`config.mk`:
```
export PLATFORM = sky130hd
export DESIGN_NAME = prio10_arbiter
export DESIGN_NICKNAME = d
export VERILOG_FILES = /design/src/rtl/prio10_arbiter.sv
export SDC_FILE = /design/constraint.sdc
export NUM_CORES = 1
export LEC_CHECK = 0
export BUFFER_PORTS_ARGS = -buffer_cell sky130_fd_sc_hd__clkbuf_2
export CORE_MARGIN = 2
export CORE_UTILIZATION = 37
export DETAILED_ROUTE_END_ITERATION = 8
export HOLD_SLACK_MARGIN = 0.12
export MAX_ROUTING_LAYER = met4
export PLACE_DENSITY = 0.68
export RECOVER_POWER = 25
export SETUP_SLACK_MARGIN = 0.1
export SKIP_LAST_GASP = 1
export SYNTH_ARGS = -nofsm -noshare
export SYNTH_HDL_FRONTEND = slang
export SYNTH_SLANG_ARGS = --single-unit
```
`constraint.sdc`:
```
create_clock -name clk -period 3.55 [get_ports clk]
set_clock_uncertainty 0.05 [all_clocks]
set_input_delay 1.065 -clock clk [delete_from_list [all_inputs] [get_ports clk]]
set_output_delay 1.065 -clock clk [all_outputs]
set_load 0.01 [all_outputs]
```
`src/rtl/prio10_arbiter.sv`:
```
// prio10_arbiter: grants one shared resource to one of 10 requesters.
// Default build uses fixed priority, where the highest set index wins.
// Defining PRIO10_ROUND_ROBIN_EN switches to rotating priority, based on
// the last owner.
// A grant is non-preemptive. It is held until done, until the owner
// withdraws its request, or until TIMEOUT cycles have elapsed. Each grant
// is followed by one dead cycle (RELEASE).
//
// Ports:
//   clk      system clock, rising edge
//   rst      asynchronous active-high reset
//   req      request lines; req[k] is held by requester k until served
//   done     current owner finished; only looked at while granted
//   gnt      one-hot grant (registered), zero when idle
//   gnt_code index of granted requester 0..9 (registered), 4'd15 when idle
//   busy     high while a grant is active (registered)
//   timeout  one-cycle pulse when a grant was revoked by the timeout
module prio10_arbiter #(
  parameter int unsigned TIMEOUT = 16,
  parameter int unsigned CNT_W   = 8
) (
  input  logic       clk,
  input  logic       rst,
  input  logic [9:0] req,
  input  logic       done,
  output logic [9:0] gnt,
  output logic [3:0] gnt_code,
  output logic       busy,
  output logic       timeout
);

  typedef enum logic [1:0] {
    IDLE    = 2'd0,
    GRANT   = 2'd1,
    RELEASE = 2'd2
  } state_t;

  localparam logic [CNT_W-1:0] CNT_LAST = CNT_W'(TIMEOUT - 1);
  localparam logic [CNT_W-1:0] CNT_MAX  = '1;
  localparam logic [3:0]       NO_CODE  = 4'd15;

  state_t           state;
  logic [3:0]       owner;
  logic [CNT_W-1:0] cnt;
  logic [3:0]       pick;
  logic             owner_quit;

`ifdef PRIO10_ROUND_ROBIN_EN
  logic [3:0]  last;
  logic        found;
  int unsigned rr_idx;

  // Scan downward from last-1, wrap 0 -> 9, and end at last itself.
  always_comb begin
    pick   = last;
    found  = 1'b0;
    rr_idx = 0;
    for (int d = 1; d <= 10; d++) begin
      rr_idx = (32'(last) + 32'd10 - 32'(d)) % 32'd10;
      if (!found && req[rr_idx]) begin
        pick  = 4'(rr_idx);
        found = 1'b1;
      end
    end
  end
`else
  // Fixed priority: ascending scan, so the highest set index is kept.
  always_comb begin
    pick = 4'd0;
    for (int i = 0; i < 10; i++) begin
      if (req[i]) pick = 4'(i);
    end
  end
`endif

  // The owner ends the grant itself; such an exit never counts as a timeout.
  assign owner_quit = done || !req[owner];

  // Arbiter FSM with registered outputs.
  always_ff @(posedge clk or posedge rst) begin
    if (rst) begin
      state    <= IDLE;
      owner    <= 4'd0;
      cnt      <= '0;
      gnt      <= '0;
      gnt_code <= NO_CODE;
      busy     <= 1'b0;
      timeout  <= 1'b0;
`ifdef PRIO10_ROUND_ROBIN_EN
      last     <= 4'd9;
`endif
    end else begin
      timeout <= 1'b0;
      case (state)
        IDLE: begin
          if (|req) begin
            state    <= GRANT;
            owner    <= pick;
            cnt      <= '0;
            gnt      <= 10'(1) << pick;
            gnt_code <= pick;
            busy     <= 1'b1;
`ifdef PRIO10_ROUND_ROBIN_EN
            last     <= pick;
`endif
          end
        end
        GRANT: begin
          if (owner_quit || cnt == CNT_LAST) begin
            state    <= RELEASE;
            gnt      <= '0;
            gnt_code <= NO_CODE;
            busy     <= 1'b0;
            timeout  <= !owner_quit;
          end else if (cnt != CNT_MAX) begin
            cnt <= cnt + CNT_W'(1);
          end
        end
        RELEASE: state <= IDLE;
        default: state <= IDLE;
      endcase
    end
  end

endmodule

```
* Yosys cells after proc, flatten, opt, wreduce, memory -nomap -nowiden
Cells that the tools add are included.
Storage, ports and cells: register bits 30, output and inout bits 16, word-level logic and storage cells 57
Cells by class: add/subtract/negate cells 1, magnitude comparators 1, eq/ne operators 7, shifts and indexed selects 1, muxes and demuxes 29, reduce and logical (&&, ||, !) cells 11
Operators with widths (number):
- $mux 4 | 10
- $mux 8 | 3
- $mux 10 | 2
- $pmux 10 s2 | 1
- $pmux 8 s2 | 1
- $reduce_or 10->1 | 1
- $shl 1x4->10 const A | 1
- $add 8x1->8 const B | 1
- $eq 8x4->1 const B | 1
- $ne 2x2->1 const B | 4
- $ne 8x8->1 const B | 1
- $pmux 4 s2 | 1
- $mux 1 | 6
- $lt 4x5->1 const B | 1
- $bmux 1 s4 | 1
- $mux 2 | 2
- $pmux 2 s2 | 1
- $reduce_and 2->1 | 2
- $reduce_and 4->1 | 1
- $reduce_and 3->1 | 1
- $eq 2x1->1 const B | 1
- $logic_not 1->1 | 2
- $logic_not 2->1 | 1
- $logic_or 1x1->1 | 2
- 2 further kinds | 2

* Logic depth before layout (Yosys ltp)
word-level depth 12, gate-level depth with buffers 7, depth with buffers taken out 6

* Least setup slack after synthesis
OpenSTA, ideal clock, no wires.
path type input to register, start in req[3], end reg cnt[6], setup time 0.110 ns, arrival 2.337 ns, setup slack 1.053 ns, stages on the path 5, path buffers 1, cells stage by stage nor4_1 > a311o_1 > clkbuf_1 > o311ai_0 > o41ai_1
Between the ends: word-level cells in the longest chain between the ends 7, elaborated cells on any way between the ends 9, those cells by class eq/ne (2); mux (2); reduce/logical (5)
RTL lines:
- start: declaration | RTL line 24 | input logic [9:0] req,
- $bmux 1 s4 | RTL line 77 | assign owner_quit = done || !req[owner];
- $mux 1 (not written as such) | RTL line 77
- $logic_not 1->1 | RTL line 77
- $logic_or 1x1->1 | RTL line 77
- $logic_or 1x1->1 | RTL line 109 | if (owner_quit || cnt == CNT_LAST) begin
- $ne 2x2->1 (no source line)
- $reduce_and 4->1 (no source line) *
- end signal: assignment | RTL line 116 | cnt <= cnt + CNT_W'(1);
- end: declaration | RTL line 44 | logic [CNT_W-1:0] cnt;
Every way passes the cells marked *; elsewhere a longest branch is shown, timed or not. The select of a mux whose other input is x is not followed. A chain may end at the register's enable or synchronous reset.

* Worst setup path in the final report
start in req[3], end reg gnt[0]
Between the ends: word-level cells in the longest chain between the ends 10, elaborated cells on any way between the ends 19, those cells by class eq/ne (2); shift (1); mux (11); reduce/logical (5)
RTL lines:
- $mux 4 (7 in a row) | RTL line 71 | if (req[i]) pick = 4'(i);
- $shl 1x4->10 | RTL line 100 | gnt <= 10'(1) << pick;
- $mux 10 | RTL line 96 | if (|req) begin
- $pmux 10 s2 | RTL line 94 | case (state)
- end signal: assignment | RTL line 100
- end: declaration | RTL line 26 | output logic [9:0] gnt,
Several ways; a longest one is shown, not always the timed one. The select of a mux whose other input is x is not followed.

==> flow_metrics.tcl <==
set metrics [dict create \
    ant_nets 0 \
    yosys.area.top_type "dfrtp_1" \
    critical_path.startpoint_type "input pin" \
    worst_slew_pin_slew_ps 1580 \
    die_h_um 69.5 \
    first_pass_iters 4 \
    setup-tns-final_ps 0 \
    irDropWorstVdd_v 0.000295 \
    status "complete, but fails checks" \
    drtIter0Drc 61 \
    grt_pass1_wl_um 6000 \
    synth_seq_cells 30 \
    path_cells "clkbuf_2 -> mux2i_1 -> a221oi_1 -> a2bb2oi_2 -> o21ai_2 -> mux2_2" \
    globalRouteTotalUtil_pct 15.8 \
    fill_cells 391 \
    grt_antenna_before_repair 0 \
    drv_slew 31 \
    coreArea_mm2 0.00406 \
    worstPathMaxFanout 15 \
    yosysMostFrequentCell "dfrtp_1" \
    clock_path_buffers 2 \
    dieArea_mm2 0.00484 \
    yosys_warnings 0 \
    synth_area_mm2 0.00159 \
    avgSynthCellArea_um2 10.1 \
    cts_tree "yes" \
    cts_resized 0 \
    fin_hold_ws_ps 427 \
    arrival_ps 2860 \
    via_count 1342 \
    synth_cells 157 \
    ff2ff_path_depth 5 \
    max-slew-margin-rel_pct -5.43 \
    fmax_mhz 366 \
    start_util_pct 39.2 \
    row_count 23 \
    power_density_mw_per_mm2 724 \
    post-route-min-period_ps 2730 \
    antenna_cells 0 \
    clk_latency_ps 290 \
    cp-end-kind "flip-flop" \
    p_leak_nw 0.900 \
    htreeDepth 2 \
    cp_slowest_stage_delay_ps 550 \
    critPathBufInv 1 \
    cts_root_buf "clkbuf_8" \
    setup_viol 0 \
    min_path_cells 2 \
    clk_pin_slew_worst_paths_ps 70 \
    finalCritPeriodShare_pct 76.9 \
    violations "capacitance limit, slew limit" \
    overflow 0 \
    synth_top_flop_cell "dfrtp_1" \
    fin_nets 204 \
    via_per_inst 5.57 \
    dp_hpwl_um 2600 \
    cpLargestDelayFamily "compound AO/OA/AOI/OAI gates" \
    cts_sinks 30 \
    cap_violations 1 \
    yosysTopAreaCellShare_pct 40.9 \
    wl_per_cell_um 14.7 \
    worstPathRequired_ps 3680 \
    grt_pass1_vias 1256 \
    wirelength_um 3550 \
    critPathSlowestCell "o21ai_2" \
    crit_type "input pin to flip-flop" \
    port_buffers 28 \
    grt_max_degree 31 \
    drive_gt1_share_pct 25.1 \
    yosysSeqAreaShare_pct 47.6 \
    hold_viol 0 \
    synth_nets 171 \
    area_delta_synth_final_pct 21.0 \
    drc 0 \
    synth_edf_count 0 \
    ios 29 \
    place_congestion 0.812 \
    cts_buffers 5 \
    cts_setup_buffers 0 \
    path_depth 6 \
    synth_common_cells "26 x dfrtp_1, 17 x nand2_1, 13 x nor2_1" \
    synth.area.top_cells "dfrtp_1 41%, dfstp_2 6.6%, nand2_1 4.0%" \
    hp-class "flip-flop to flip-flop" \
    holdBufCountCts 0 \
    die_w_um 69.5 \
    rsz0062_at_grt "no" \
    async_flop_share_pct 100 \
    yosysUniqueCellTypes 47 \
]
-- power breakdown --
part / internal [mW] / switching, mW
Combinational: 0.183 / 0.271
Sequential: 0.435 / 0.0730
Clock: 0.299 / 0.132
Total: 0.917 / 0.476
-- per-layer routing --
layer | GRT usage, % | wire length [um] | up-vias
li1 | - | - | 662
met1 | 21.1 | 1750 | 638
met2 | 23.8 | 1570 | 40
met3 | 4.94 | 212 | 2
met4 | 3.27 | 17 | 0
met5 | - | 0 | -
-- cells by family (layout without fill, tap and decap cells) --
| family | Yosys count | count (layout) | synth area share (%) |
|---|---|---|---|
| adder cells (fa/ha/maj) | 1 | 1 | 0.787 |
| multiplexers | 8 | 8 | 5.28 |
| buffers and inverters | 12 | 46 | 3.31 |
| AO/OA/AOI/OAI | 47 | 47 | 23.6 |
| AND/OR/NAND/NOR | 59 | 59 | 19.4 |
| flip-flops | 30 | 30 | 47.6 |
-- cell usage in the layout, fill, tap and decap left out, types with 4 or more instances in the layout --
master	instances
mux2i_1	5
dfstp_2	4
a32o_1	4
clkbuf_8	6
nand2_1	17
clkbuf_2	28
o21ai_0	5
nand2b_1	4
nor2_1	13
dfrtp_1	26
nand3_1	4
o31ai_1	4
o311ai_0	5
inv_1	8
-- worst register-to-register path, delay by kind of cell (launching register included) --
family          cells  cell delay, ps
compound gates      3            1190
mux                 2             570
flops               1             490
-- sequential cells by signal, indices dropped and copies added (netlist names) --
register and cells:
timeout 1, gnt 10, state 2, owner 4, busy 1, cnt 8
gnt_code 4
-- path summary, 6_finish.rpt --
kind / endpoint / slack, ps / start
hold / removal: gnt_code[0]$_DFFE_PP1P_ / 430 / gnt_code[0]$_DFFE_PP1P_
setup reg to reg: gnt[0]$_DFFE_PP0P_ / 1140 / owner[0]$_DFFE_PP0P_
max in group asynchronous: cnt[2]$_DFFE_PP0P_ / 1280 / rst
hold reg to reg: gnt_code[0]$_DFFE_PP1P_ / 430 / gnt_code[0]$_DFFE_PP1P_
min in group asynchronous: cnt[7]$_DFFE_PP0P_ / 1250 / rst
setup / recovery: gnt[0]$_DFFE_PP0P_ / 820 / req[3]
-- metrics by stage --
stage	area [um2]	total power [mW]	setup WS [ps]	std cells	utilization [%]
5_1_grt	1920	1.48	643	241	47.4
6_report	1920	1.39	819	241	47.4
2_1_floorplan	1590	0.835	1050	157	-
3_5_place_dp	1780	0.967	504	233	44.0
4_1_cts	1930	1.40	800	241	47.5
3_3_place_gp	1780	0.961	513	233	44.0
-- layout make-up --
class	instances	area (um2)	area share [%]
Multi-Input combinational cell	115	781	40.6
Sequential cell	30	756	39.3
Timing Repair Buffer	30	151	7.87
Clock buffer	6	82.6	4.29
Tap cell	50	62.6	3.25
Clock inverter	2	60.1	3.12
Inverter	8	30.0	1.56
Power figures use the tool's default switching activity.
